**config.mk**
```make
export PLATFORM = sky130hd
export DESIGN_NAME = xout_accum
export DESIGN_NICKNAME = d
export VERILOG_FILES = /design/src/rtl/xout_accum_pkg.sv /design/src/rtl/xout_window_stats.sv /design/src/rtl/xout_accum.sv
export SDC_FILE = /design/constraint.sdc
export NUM_CORES = 1
export LEC_CHECK = 0
export ABC_AREA = 1
export BUFFER_PORTS_ARGS = -buffer_cell sky130_fd_sc_hd__buf_4
export CAP_MARGIN = 20
export CORE_UTILIZATION = 32
export DETAILED_ROUTE_END_ITERATION = 7
export GPL_TIMING_DRIVEN = 0
export PLACE_DENSITY = 0.59
export SLEW_MARGIN = 10
export SYNTH_ARGS = -nofsm -noshare
export SYNTH_HDL_FRONTEND = slang
export SYNTH_SLANG_ARGS = --single-unit
```
**constraint.sdc**
```tcl
create_clock -name CLK -period 3 [get_ports CLK]
set_input_delay 0.15 -clock CLK [delete_from_list [all_inputs] [get_ports CLK]]
set_output_delay 0.15 -clock CLK [all_outputs]
set_load 0.01 [all_outputs]
```
**src/rtl/xout_accum_pkg.sv**
```systemverilog
// xout_accum_pkg: shared state encoding and default sizing for the XOUT accumulator
package xout_accum_pkg;
  typedef enum logic {ACCUM, HOLD} state_t;
  localparam int XACC_DATA_W = 8;
  localparam int XACC_NSAMPLES = 4;
  localparam int XACC_SUM_W = 16;
endpackage

```
**src/rtl/xout_window_stats.sv**
```systemverilog
// xout_window_stats: running sum, max and count of one window, with post-accept lookahead
module xout_window_stats
  import xout_accum_pkg::*;
#(
  parameter int DATA_W = XACC_DATA_W,
  parameter int SUM_W = XACC_SUM_W
) (
  input  logic              clk,
  input  logic              rst,
  input  logic              clear,
  input  logic              accept,
  input  logic [DATA_W-1:0] din,
  output logic [SUM_W-1:0]  acc_nxt,
  output logic [DATA_W-1:0] mx_nxt,
  output logic [7:0]        cnt_nxt
);
  logic [SUM_W-1:0] acc;
  logic [DATA_W-1:0] mx;
  logic [7:0] cnt;
  // lookahead values include this cycle's sample so a closing window is emitted complete
  always_comb begin
    acc_nxt = accept ? acc + SUM_W'(din) : acc;
    mx_nxt = accept && din > mx ? din : mx;
    cnt_nxt = accept ? cnt + 8'd1 : cnt;
  end
  always_ff @(posedge clk or posedge rst)
    if (rst) begin
      acc <= '0;
      mx <= '0;
      cnt <= '0;
    end else begin
      acc <= clear ? '0 : acc_nxt;
      mx <= clear ? '0 : mx_nxt;
      cnt <= clear ? '0 : cnt_nxt;
    end
endmodule

```
**src/rtl/xout_accum.sv**
```systemverilog
// xout_accum: windows the XOUT stream into sum/max/count results held until consumed
module xout_accum
  import xout_accum_pkg::*;
#(
  parameter int DATA_W = XACC_DATA_W,
  parameter int NSAMPLES = XACC_NSAMPLES,
  parameter int SUM_W = XACC_SUM_W
) (
  input  logic              CLK,
  input  logic              RST,
  input  logic [DATA_W-1:0] XOUT,
  input  logic              IN_VALID,
  output logic              IN_READY,
  input  logic              FLUSH,
  output logic [SUM_W-1:0]  SUM,
  output logic [DATA_W-1:0] MAXV,
  output logic [7:0]        NCNT,
  output logic              OUT_VALID,
  input  logic              OUT_READY
);
  state_t state, state_nxt;
  logic accept, close;
  logic [SUM_W-1:0] acc_nxt;
  logic [DATA_W-1:0] mx_nxt;
  logic [7:0] cnt_nxt;
  assign accept = state == ACCUM && IN_VALID;
  assign close = state == ACCUM &&
                 ((IN_VALID && cnt_nxt == 8'(NSAMPLES)) || (FLUSH && cnt_nxt != 8'd0));
  xout_window_stats #(.DATA_W(DATA_W), .SUM_W(SUM_W)) stats (
    .clk(CLK),
    .rst(RST),
    .clear(close),
    .accept(accept),
    .din(XOUT),
    .acc_nxt(acc_nxt),
    .mx_nxt(mx_nxt),
    .cnt_nxt(cnt_nxt)
  );
  always_ff @(posedge CLK or posedge RST)
    if (RST) state <= ACCUM;
    else state <= state_nxt;
  always_comb
    state_nxt = state == ACCUM ? (close ? HOLD : ACCUM) : (OUT_READY ? ACCUM : HOLD);
  always_comb begin
    IN_READY = state == ACCUM;
    OUT_VALID = state == HOLD;
  end
  always_ff @(posedge CLK or posedge RST)
    if (RST) begin
      SUM <= '0;
      MAXV <= '0;
      NCNT <= '0;
    end else if (close) begin
      SUM <= acc_nxt;
      MAXV <= mx_nxt;
      NCNT <= cnt_nxt;
    end
endmodule

```
==> results of run 1 <==
path summary, 6_finish.rpt:
path / start / to / slack (ps)
setup / recovery: stats.mx[1] / MAXV[7] / 680
hold / removal: RST / NCNT[3] / 240
setup reg to reg: stats.mx[1] / MAXV[7] / 680
hold reg to reg: MAXV[7] / MAXV[7] / 470
max in group asynchronous: RST / MAXV[5] / 2250
min in group CLK: XOUT[0] / stats.mx[0] / 240
worst min-delay path: cells and delay by family:
kind                   cells  cell delay, ps
buffers and inverters      3             810
kinds of logic (layout without fill, tap and decap cells):
kind of cell             Yosys count  count (layout)  synth area share
AND/OR/NAND/NOR                  254             254             0.299
flip-flops                        65              65             0.453
AO/OA/AOI/OAI                     62              62             0.105
buffers and inverters             60             125            0.0680
adder cells (fa/ha/maj)           18              18            0.0649
XOR/XNOR                           4               4           0.00977
cells in the final DEF, fill, tap and decap left out, types with 3 or more instances in the layout:
| cell type | n |
|---|---|
| buf_2 | 6 |
| inv_1 | 39 |
| bufinv_16 | 3 |
| dfrtp_1 | 65 |
| o21ai_0 | 13 |
| a21oi_1 | 22 |
| buf_4 | 49 |
| or2_2 | 3 |
| ha_1 | 17 |
| nand2_1 | 155 |
| clkbuf_8 | 10 |
| nand4_1 | 3 |
| clkbuf_1 | 8 |
| nand3_1 | 62 |
| nor2_1 | 20 |
| a21boi_1 | 17 |
| a21boi_0 | 4 |
| xnor2_1 | 4 |
| nor3_1 | 3 |
power by group:
group	internal [mW]	switching [mW]	total [mW]
clock	0.577	0.367	0.944
combinational	0.667	1.12	1.79
sequential	1.12	0.157	1.28
total	2.36	1.65	4.01
per-layer routing:
metal	global-route usage	vias to the layer above	part of all wire
li1	-	1631	-
met1	0.224	1514	0.47
met2	0.283	60	0.47
met3	0.0309	14	0.041
met4	0.0802	0	0.022
met5	0	-	0
sequential cells by signal, summed over array words and instances, names as in the netlist:
register,count
MAXV,8
NCNT,8
OUT_VALID,1
SUM,16
stats.acc,16
stats.cnt,8
stats.mx,8
what timing repair did:
item,CTS,global route
hold endpoints to repair,66,0
setup endpoints to repair,0,0
hold buffers,2,0
layout make-up:
cell class | instances | area (um2) | area share
multi-input combinational | 338 | 1720 | 0.389
sequential | 65 | 1630 | 0.369
timing repair buffer | 49 | 393 | 0.0891
tap | 140 | 175 | 0.0397
inverter | 42 | 160 | 0.0363
clock buffer | 10 | 138 | 0.0312
clock inverter | 6 | 115 | 0.0261
buffer | 18 | 86.3 | 0.0196
==> impl_metrics.json, run 1 <==
{
  "postCtsSetupBuffers": 0,
  "nets": 554,
  "critPathRequiredTime_ps": 3250,
  "cpPeakStageDelay_ps": 510,
  "drc": 0,
  "critPathTopFamily": "simple AND/OR/NAND/NOR gates",
  "routedWlPerCell_um": 13.3,
  "relSlewSlack": 0.578,
  "ant_nets": 0,
  "synth_cell_type_count": 30,
  "hold_violations": 0,
  "tritoncts": "done",
  "finalSetupViolCount": 0,
  "cts-root-buf": "clkbuf_8",
  "diodes": 0,
  "post_cts_resized": 0,
  "synth_edf_count": 0,
  "ioPinCount": 47,
  "ys_ff_latch": 65,
  "syn_inst": 463,
  "clkTransAtPathRegs_ps": 80,
  "async_reset_ff_frac": 1.00,
  "clock.fmax_ghz": 0.431,
  "die_w_um": 108,
  "startpoint_type": "register",
  "io_buffers": 46,
  "drv_cap": 0,
  "power_mw": 4.01,
  "synth_nets": 494,
  "detail_route.iter0.violations": 139,
  "synth_warnings": 0,
  "yosysMostFrequentCell": "nand2_1",
  "period_needed_ps": 2320,
  "coreArea_um2": 10900,
  "setup.worst_path.end_class": "register",
  "final_area_um2": 4410,
  "grt_overflow_total": 0,
  "crit_type": "reg -> reg",
  "reg2regPathDepth": 10,
  "dr.pass1.iters": 4,
  "fillers": 1114,
  "cts_buffers": 9,
  "syn_area_um2": 3590,
  "finalSetupTns_ps": 0,
  "dpl-instance-area_um2": 4140,
  "synth_ff_type": "dfrtp_1",
  "status": "finished, final reports clean",
  "hold_ws_ps": 240,
  "power.density_nw_per_um2": 909,
  "avgViaCountPerCell": 4.82,
  "rows": 38,
  "antenna_found_initial": 0,
  "layout.cells.non_filler": 668,
  "worstSetupPathDepth": 10,
  "fp.dieH_um": 108,
  "place_congestion": 0.886,
  "cts_buffer_depth": 2,
  "first_global_vias": 3201,
  "ir_drop_mv": 0.261,
  "period_share": 0.773,
  "grt_pass1_wl_um": 15400,
  "worstSkewPairLatency_ps": 360,
  "hold_path_class": "in -> async",
  "cpMostUsedCell": "nand2_1",
  "cp_max_fo": 9,
  "synth.largest_area_cell": "dfrtp_1",
  "finalClockSkew_ps": 12.1,
  "place_ws_ps": 713,
  "path_buf_inv": 1,
  "critPathSlowestCell": "o21bai_1",
  "grtUsageTotal": 0.174,
  "synthToLayoutAreaGrowth_pct": 23.0,
  "synth_top_cell_area_share": 0.453,
  "grt_max_degree": 56,
  "crit_path_cell_trace": "inv_1 -> ha_1 -> a21oi_1 -> o21a_1 -> o21bai_1 -> nand2_1 -> nand2_1 -> nand2_1 -> nand3_1 -> nand2_1",
  "routed_wl_um": 8850,
  "synth_common_cells": "nand2_1 (155), dfrtp_1 (65), nand3_1 (62), inv_1 (40), a21oi_1 (22)",
  "die_area_um2": 11600,
  "worst_slack_ps": 681,
  "dp_hpwl_um": 6560,
  "drive_above_1_share": 0.157,
  "post-place-cells": 650,
  "slew_viol_final": 0,
  "cts.sinks": 65,
  "start_util": 0.329,
  "avgSynthCellArea_um2": 7.75,
  "rsz0062_at_grt": "no",
  "vias": 3219,
  "arrival_ps": 2570,
  "synth_area_leaders": "dfrtp_1 (45%), nand2_1 (16%), nand3_1 (8.7%), ha_1 (5.9%), inv_1 (4.2%)",
  "leakagePower_nw": 2.36,
  "final_util": 0.405,
  "tightestPinTransition_ps": 631,
  "cts_max_level": 3,
  "ys_seq_area_frac": 0.453
}
Note: power is estimated with default switching activity, not from simulation.
==> run 2, diff against run 1 <==
==> constraint.sdc (replaced) <==
create_clock -name CLK -period 2.2 [get_ports CLK]
set_input_delay 0.11 -clock CLK [delete_from_list [all_inputs] [get_ports CLK]]
set_output_delay 0.11 -clock CLK [all_outputs]
set_load 0.01 [all_outputs]
==> run 2 against run 1 <==
Non-clock buffer count up 10. Sequential cell count unchanged. Clock-buffer cell count unchanged.
==> impl_metrics.json, run 2 (synthesis gave the netlist of run 1 again) <==
{
  "status": "finished, final reports clean",
  "ioPinCount": 47,
  "cts_max_level": 3,
  "worst_slack_ps": 157,
  "setup.worst_path.end_class": "register",
  "cts_buffer_depth": 2,
  "ant_nets": 0,
  "cts-root-buf": "clkbuf_8",
  "cts_buffers": 9,
  "seqPwrFrac": 0.305,
  "io_buffers": 46,
  "startpoint_type": "register",
  "routed_wl_um": 9140,
  "fp.dieH_um": 108,
  "start_util": 0.329,
  "intPower_mw": 3.39,
  "finalSetupViolCount": 0,
  "leakagePower_nw": 2.43,
  "finalClockSkew_ps": 13.4,
  "cts.sinks": 65,
  "dr.pass1.iters": 5,
  "nets": 565,
  "crit_path_cell_trace": "ha_2 -> nand3_2 -> nor2_4 -> nand3_1 -> nand2_2 -> nand2_1 -> inv_2 -> nand4_1 -> nand2_4 -> clkbuf_4 -> a21oi_1",
  "dpl-instance-area_um2": 4140,
  "crit_path_start": "stats.cnt[0]",
  "power.density_nw_per_um2": 1250,
  "grtUsageTotal": 0.174,
  "clkTransAtPathRegs_ps": 80,
  "routedWlPerCell_um": 13.5,
  "tritoncts": "done",
  "die_area_um2": 11600,
  "p_comb_frac": 0.471,
  "clockPowerShare": 0.224,
  "worstSkewPairLatency_ps": 360,
  "critPathRequiredTime_ps": 2430,
  "drc": 0,
  "path_buf_inv": 2,
  "layout_commonest_cell": "nand2_1",
  "grt_overflow_total": 0,
  "synthToLayoutAreaGrowth_pct": 28.2,
  "dp_hpwl_um": 6560,
  "critPathSlowestCell": "dfrtp_1",
  "met1_usage": 0.224,
  "antenna_found_initial": 0,
  "cpPeakStageDelay_ps": 430,
  "arrival_ps": 2270,
  "top_usage_layer": "met2",
  "p_sw_frac": 0.409,
  "grt_max_degree": 56,
  "coreArea_um2": 10900,
  "detail_route.iter0.violations": 161,
  "hold_path_class": "in -> reg",
  "final_area_um2": 4600,
  "relSlewSlack": 0.625,
  "final_cell_mix": "nand2_1 (152), dfrtp_1 (64), nand3_1 (60), buf_4 (60), inv_1 (39)",
  "grt.met3_usage": 0.0309,
  "p_switching_mw": 2.35,
  "place_ws_ps": -87.0,
  "clock.fmax_ghz": 0.489,
  "drv_cap": 0,
  "rows": 38,
  "reg2reg_from": "stats.cnt[0]",
  "die_w_um": 108,
  "vias": 3295,
  "top_regs": "SUM: 16 flops, stats.acc: 16 flops",
  "avgViaCountPerCell": 4.85,
  "slew_viol_final": 0,
  "diodes": 0,
  "first_global_vias": 3208,
  "hp-start": "XOUT[0]",
  "grt_pass1_wl_um": 15400,
  "met2_usage": 0.283,
  "crit_type": "reg -> reg",
  "period_needed_ps": 2040,
  "period_share": 0.929,
  "ir_drop_mv": 0.370,
  "tightestPinTransition_ps": 563,
  "place_congestion": 0.886,
  "hold_ws_ps": 190,
  "cp_max_fo": 10,
  "drive_above_1_share": 0.195,
  "hold_violations": 0,
  "critPathTopFamily": "simple AND/OR/NAND/NOR gates"
}
## run 2: worst paths after layout
check	endpoint	slack [ps]	cells after the start
hold reg to reg	MAXV[7]	470	2
hold / removal	stats.mx[0]	190	4
min in group asynchronous	NCNT[3]	200	3
max in group asynchronous	OUT_VALID	1460	4
setup reg to reg	stats.acc[15]	160	11
setup / recovery	stats.acc[15]	160	11
## run 2: timing repair
action,4_1_cts,5_1_grt
hold endpoints to repair,66,0
hold buffers,2,0
buffers inserted,0,10
endpoints found under the setup margin,40,64
gates resized for setup,4,30
pin swaps,0,8
gates cloned,0,1
## run 2: area by class of cell
class,instances,area (um2)
buffer,18,114
clock buffer,10,138
clock inverter,6,115
fill,1096,6290
inverter,42,165
multi-input combinational,339,1800
sequential,65,1630
tap,140,175
timing repair buffer,59,468
## run 2: per-layer routing
metal / part of all wire / vias up / routed length [um]
li1: - / 1653 / -
met1: 0.47 / 1557 / 4260
met2: 0.47 / 70 / 4310
met3: 0.041 / 15 / 372
met4: 0.021 / 0 / 195
met5: 0 / - / 0
## run 2: power by group through the flow
stage          registers [mW]  clock network (mW)  logic [mW]
6_report                 1.75                1.29        2.71
5_1_grt                  1.79                1.36        3.06
4_1_cts                  1.74                1.32        2.48
3_5_place_dp             1.76                   0        2.44
3_3_place_gp             1.75                   0        2.39
2_1_floorplan            1.78                   0        1.59
## run 2: per-stage QoR
stage	TNS (ps)	instances	util	power, mW
after floorplan	0	463	-	3.37
after global placement	-26640	649	0.377	4.14
after detailed placement	-2490	650	0.380	4.20
after CTS	0	668	0.407	5.54
after global routing	-25.2	679	0.422	6.21
final	0	679	0.422	5.75
## run 2: worst register-to-register path, delay by kind of cell (launching register included)
family	cells	cell delay, ps
AND/OR/NAND/NOR	7	870
flip-flops	1	430
buffers and inverters	2	300
adder cells (fa/ha/maj)	1	220
AO/OA/AOI/OAI	1	90
